**src/rtl/asmd_shift_add_multiplier.sv**
```systemverilog
// rtl/asmd_shift_add_multiplier.sv - sequential unsigned shift-and-add multiplier (ASMD)
// One partial product per cycle; product and ready are registered and change only at completion.
module asmd_shift_add_multiplier #(
  parameter int word_length = 4
) (
  input  logic                       clk,
  input  logic                       reset,
  input  logic [word_length-1:0]     word0,
  input  logic [word_length-1:0]     word1,
  input  logic                       start,
  output logic [2*word_length-1:0]   product,
  output logic                       ready
);

  localparam int PW = 2 * word_length;
  localparam int CW = $clog2(word_length + 1);

  typedef enum logic [1:0] {
    IDLE_RST,
    IDLE,
    RUN
  } state_t;

  state_t          state_q, state_d;
  logic [PW-1:0]   mcand_q, mcand_d;
  logic [word_length-1:0] mplier_q, mplier_d;
  logic [PW-1:0]   acc_q, acc_d;
  logic [CW-1:0]   count_q, count_d;
  logic [PW-1:0]   product_q, product_d;
  logic            ready_q, ready_d;
  logic [PW-1:0]   acc_next;

  always_comb begin
    state_d   = state_q;
    mcand_d   = mcand_q;
    mplier_d  = mplier_q;
    acc_d     = acc_q;
    count_d   = count_q;
    product_d = product_q;
    ready_d   = ready_q;
    acc_next  = acc_q + (mplier_q[0] ? mcand_q : {PW{1'b0}});

    case (state_q)
      IDLE_RST: begin
        // start is deliberately not looked at here; it is honoured one cycle later in IDLE
        ready_d = 1'b1;
        state_d = IDLE;
      end
      IDLE: begin
        if (start) begin
          mcand_d  = {{word_length{1'b0}}, word0};
          mplier_d = word1;
          acc_d    = '0;
          count_d  = CW'(word_length);
          ready_d  = 1'b0;
          state_d  = RUN;
        end
      end
      RUN: begin
        acc_d    = acc_next;
        mcand_d  = mcand_q << 1;
        mplier_d = mplier_q >> 1;
        count_d  = count_q - CW'(1);
        // product is only written here, so it stays stable for the whole run
        if (count_q == CW'(1)) begin
          product_d = acc_next;
          ready_d   = 1'b1;
          state_d   = IDLE;
        end
      end
      default: begin
        state_d = IDLE_RST;
      end
    endcase
  end

  always_ff @(posedge clk) begin
    if (!reset) begin
      state_q   <= IDLE_RST;
      mcand_q   <= '0;
      mplier_q  <= '0;
      acc_q     <= '0;
      count_q   <= '0;
      product_q <= '0;
      ready_q   <= 1'b0;
    end else begin
      state_q   <= state_d;
      mcand_q   <= mcand_d;
      mplier_q  <= mplier_d;
      acc_q     <= acc_d;
      count_q   <= count_d;
      product_q <= product_d;
      ready_q   <= ready_d;
    end
  end

  assign product = product_q;
  assign ready   = ready_q;

endmodule

```
**config.mk**
```make
export PLATFORM = sky130hd
export DESIGN_NAME = asmd_shift_add_multiplier
export DESIGN_NICKNAME = d
export VERILOG_FILES = /design/src/rtl/asmd_shift_add_multiplier.sv
export SDC_FILE = /design/constraint.sdc
export NUM_CORES = 1
export LEC_CHECK = 0
export CORE_UTILIZATION = 45
export DETAILED_ROUTE_END_ITERATION = 12
export PLACE_DENSITY = 0.75
export SLEW_MARGIN = 20
export SYNTH_ARGS = -nofsm -noshare
export SYNTH_HDL_FRONTEND = slang
export SYNTH_SLANG_ARGS = --single-unit
```
**constraint.sdc**
```tcl
create_clock -name clk -period 4.1 [get_ports clk]
set_input_delay 1.23 -clock clk [delete_from_list [all_inputs] [get_ports clk]]
set_output_delay 1.23 -clock clk [all_outputs]
set_load 0.02 [all_outputs]
```
==> flow_summary.yaml <==
status:
  outcome: "complete, no violations"
floorplan:
  start_util: 0.470
  row_count: 22
  design.portCount: 20
  die-width_um: 63.8
  chipHeight_um: 63.8
  die_area_sq_um: 4070
  fp.coreArea_sq_um: 3660
setup_path:
  critical_path.n_buffers_inverters: 1
  timing_worst_setup_path_type: "reg2out"
  timing.critical_path.to_type: "primary output"
  setup.worst_path.start_class: "flip-flop"
  timing.critical_path.max_delay_family: "buffers and inverters"
  critical_path_arrival_ps: 1220
  critical_path.cell_chain: "clkdlybuf4s50_1"
  worstPathMaxFanout: 2
  crit_required_ps: 2870
  critical_path.slowest_cell: "sky130_fd_sc_hd__clkdlybuf4s50_1"
  worst_path_largest_cell_delay_ps: 600
finish:
  nNetsFinal: 251
  sequential_cell_area_sq_um: 681
  insertedDiodeCount: 0
  multiInputGateArea_sq_um: 956
  fill_cells: 359
  final_layout_size_suffix_gt1_frac: 0.0522
  post-route-util: 0.556
  finalNonFillerCells: 278
  finish.instance_area_sq_um: 2040
  synthToLayoutAreaGrowth_pct: 18.4
clocking:
  numCtsBuffers: 5
  number_of_buffers_inserted_by_hold_repair_at_cts: 0
  clkSinkCount: 34
  clockBufferDepth: 2
  clk_transition_reported_paths_ps: 70
  tritoncts: "done"
  ctsHtreeMaxLevel: 2
  cts.repair_timing.setup_buffer_count: 0
  cts.root.buffer_cell: "sky130_fd_sc_hd__clkbuf_8"
  cts_resized: 0
  clk-insertion-delay-late_ps: 280
timing:
  setup_viol: 0
  maxSlewHeadroom: 0.560
  finalMaxSlewViolations: 0
  skew_final_ps: 1.94
  timing.setup.tns_ps: 0
  worst_slew_pin_slew_ps: 658
  grt_setup_unrepaired: "false"
  achievable-frequency_mhz: 408
  period_share: 0.597
  hold_viol: 0
  fin_crit_ps: 2450
  worst_slack_ps: 1650
  fin_hold_ws_ps: 457
route:
  met2_length_mm: 1.60
  overall_via_count_from_detail_route: 1497
  ant_nets: 0
  drtPass1Iterations: 4
  dr_wl_met3_um: 124
  drt_iter0_drc: 73
  wirelength_mm: 3.47
  highest_layer: "met4"
  drt_drc_violations_left: 0
  drt-vias-per-instance: 5.38
  wl_met1_mm: 1.69
  wl_per_cell_um: 12.5
logic_synthesis:
  netlist_top_cells_area: "sky130_fd_sc_hd__dfxtp_1, sky130_fd_sc_hd__nand2_1, sky130_fd_sc_hd__ha_1, sky130_fd_sc_hd__a21oi_1, sky130_fd_sc_hd__nand3_1"
  ys_flop_type: "sky130_fd_sc_hd__dfxtp_1"
  synth.yosys.warnings: 0
  synth.ff_latch_count: 34
  avgSynthCellArea_sq_um: 8.00
  yosys.area.top_type: "sky130_fd_sc_hd__dfxtp_1"
  synth_top_area_share: 0.396
  most_frequent_cell_after_synthesis: "sky130_fd_sc_hd__nand2_1"
  yosys.cell_types.count: 40
  yosys-top-cells-count: "sky130_fd_sc_hd__nand2_1, sky130_fd_sc_hd__dfxtp_1, sky130_fd_sc_hd__a21oi_1"
  syn-instance-count: 215
  synth_area_sq_um: 1720
  postSynth.asyncResetShare: 0
  synth_enable_flop_cells: 0
  syn-num-nets: 236
  yosysSeqAreaShare: 0.396
placed_design:
  post-place-cells: 271
  gp_routability_congestion: 0.818
  placement.io_buffers: 19
  place_hpwl_mm: 2.36
  pre_cts_slack_ps: 1340
  post_dp_cell_area_sq_um: 1920
global_routing:
  overflow: 0
  grt_max_degree: 35
  globalRouteTotalUtil: 0.197
  antenna_found_initial: 0
  grt_first_pass_wirelength_mm: 6.16
  first_global_vias: 1370
job:
  max-cap-violations: 0
worst_hold_path:
  hold_path_class: "reg2reg"
pwr:
  power_per_cell_area_nw_per_um2: 356
  leakagePower_nw: 0.749
  total_power_uw: 725
  ir_worst_vdd_mv: 0.218
cell type report:
| class | count | share of cell area |
|---|---|---|
| Clock buffer | 6 | 0.0405 |
| Inverter | 8 | 0.0147 |
| Timing Repair Buffer | 20 | 0.0971 |
| Tap cell | 48 | 0.0295 |
| Multi-Input combinational cell | 161 | 0.469 |
| Sequential cell | 34 | 0.334 |
| Clock inverter | 1 | 0.0147 |
worst paths after layout:
path | startpoint | to | slack [ps] | depth (start not counted)
min reg2reg | product[2] | product[2] | 460 | 2
min | product[2] | product[2] | 460 | 2
max reg2reg | mplier_q[0] | acc_q[6] | 1830 | 8
max | product[1] | product[1] | 1650 | 1
logic make-up after synthesis:
kind of cell	after synthesis	synth area share
simple gates	94	0.255
compound gates	54	0.207
fa+ha+maj	10	0.0771
buf+inv	20	0.0502
xor+xnor	3	0.0153
flops	34	0.396
metal layers:
| metal | vias to the layer above | GRT usage |
|---|---|---|
| li1 | 786 | - |
| met1 | 681 | 0.242 |
| met2 | 25 | 0.316 |
| met3 | 5 | 0.0607 |
| met4 | 0 | 0.0852 |
| met5 | - | 0 |
state kept, by name, indices dropped and copies added (netlist names):
name	flops
acc_q	8
mcand_q	8
product	8
count_q	3
mplier_q	4
ready	1
state_q	2
report_power, final:
part	total, mW	leakage, nW	switching, mW	internal (mW)
sequential	0.352	0.276	0.00982	0.342
combinational	0.0597	0.416	0.0344	0.0253
clock	0.313	0.0573	0.119	0.194
total	0.725	0.749	0.163	0.562
placed cells by master, fill, tap and decap left out, types with 2 or more instances in the layout:
| cell type | netlist | final |
|---|---|---|
| sky130_fd_sc_hd__a211oi_1 | 3 | 3 |
| sky130_fd_sc_hd__a21boi_0 | 2 | 2 |
| sky130_fd_sc_hd__a21oi_1 | 22 | 22 |
| sky130_fd_sc_hd__a311oi_1 | 6 | 6 |
| sky130_fd_sc_hd__a31oi_1 | 3 | 3 |
| sky130_fd_sc_hd__and2_1 | 6 | 6 |
| sky130_fd_sc_hd__clkbuf_8 | 0 | 6 |
| sky130_fd_sc_hd__clkdlybuf4s50_1 | 0 | 19 |
| sky130_fd_sc_hd__dfxtp_1 | 34 | 34 |
| sky130_fd_sc_hd__ha_1 | 9 | 9 |
| sky130_fd_sc_hd__inv_1 | 7 | 7 |
| sky130_fd_sc_hd__nand2_1 | 36 | 36 |
| sky130_fd_sc_hd__nand2b_1 | 3 | 2 |
| sky130_fd_sc_hd__nand3_1 | 15 | 15 |
| sky130_fd_sc_hd__nand4_1 | 3 | 3 |
| sky130_fd_sc_hd__nor2_1 | 17 | 17 |
| sky130_fd_sc_hd__nor2b_1 | 3 | 3 |
| sky130_fd_sc_hd__nor3_1 | 2 | 2 |
| sky130_fd_sc_hd__o2111ai_1 | 3 | 3 |
| sky130_fd_sc_hd__o211ai_1 | 2 | 2 |
| sky130_fd_sc_hd__o21a_1 | 2 | 2 |
| sky130_fd_sc_hd__o21ai_0 | 4 | 4 |
| sky130_fd_sc_hd__o311ai_0 | 2 | 2 |
| sky130_fd_sc_hd__o31ai_1 | 2 | 2 |
| sky130_fd_sc_hd__or2_2 | 2 | 2 |
| sky130_fd_sc_hd__or3_1 | 3 | 3 |
| sky130_fd_sc_hd__xor2_1 | 2 | 2 |
Note: power is estimated with default switching activity, not from simulation.
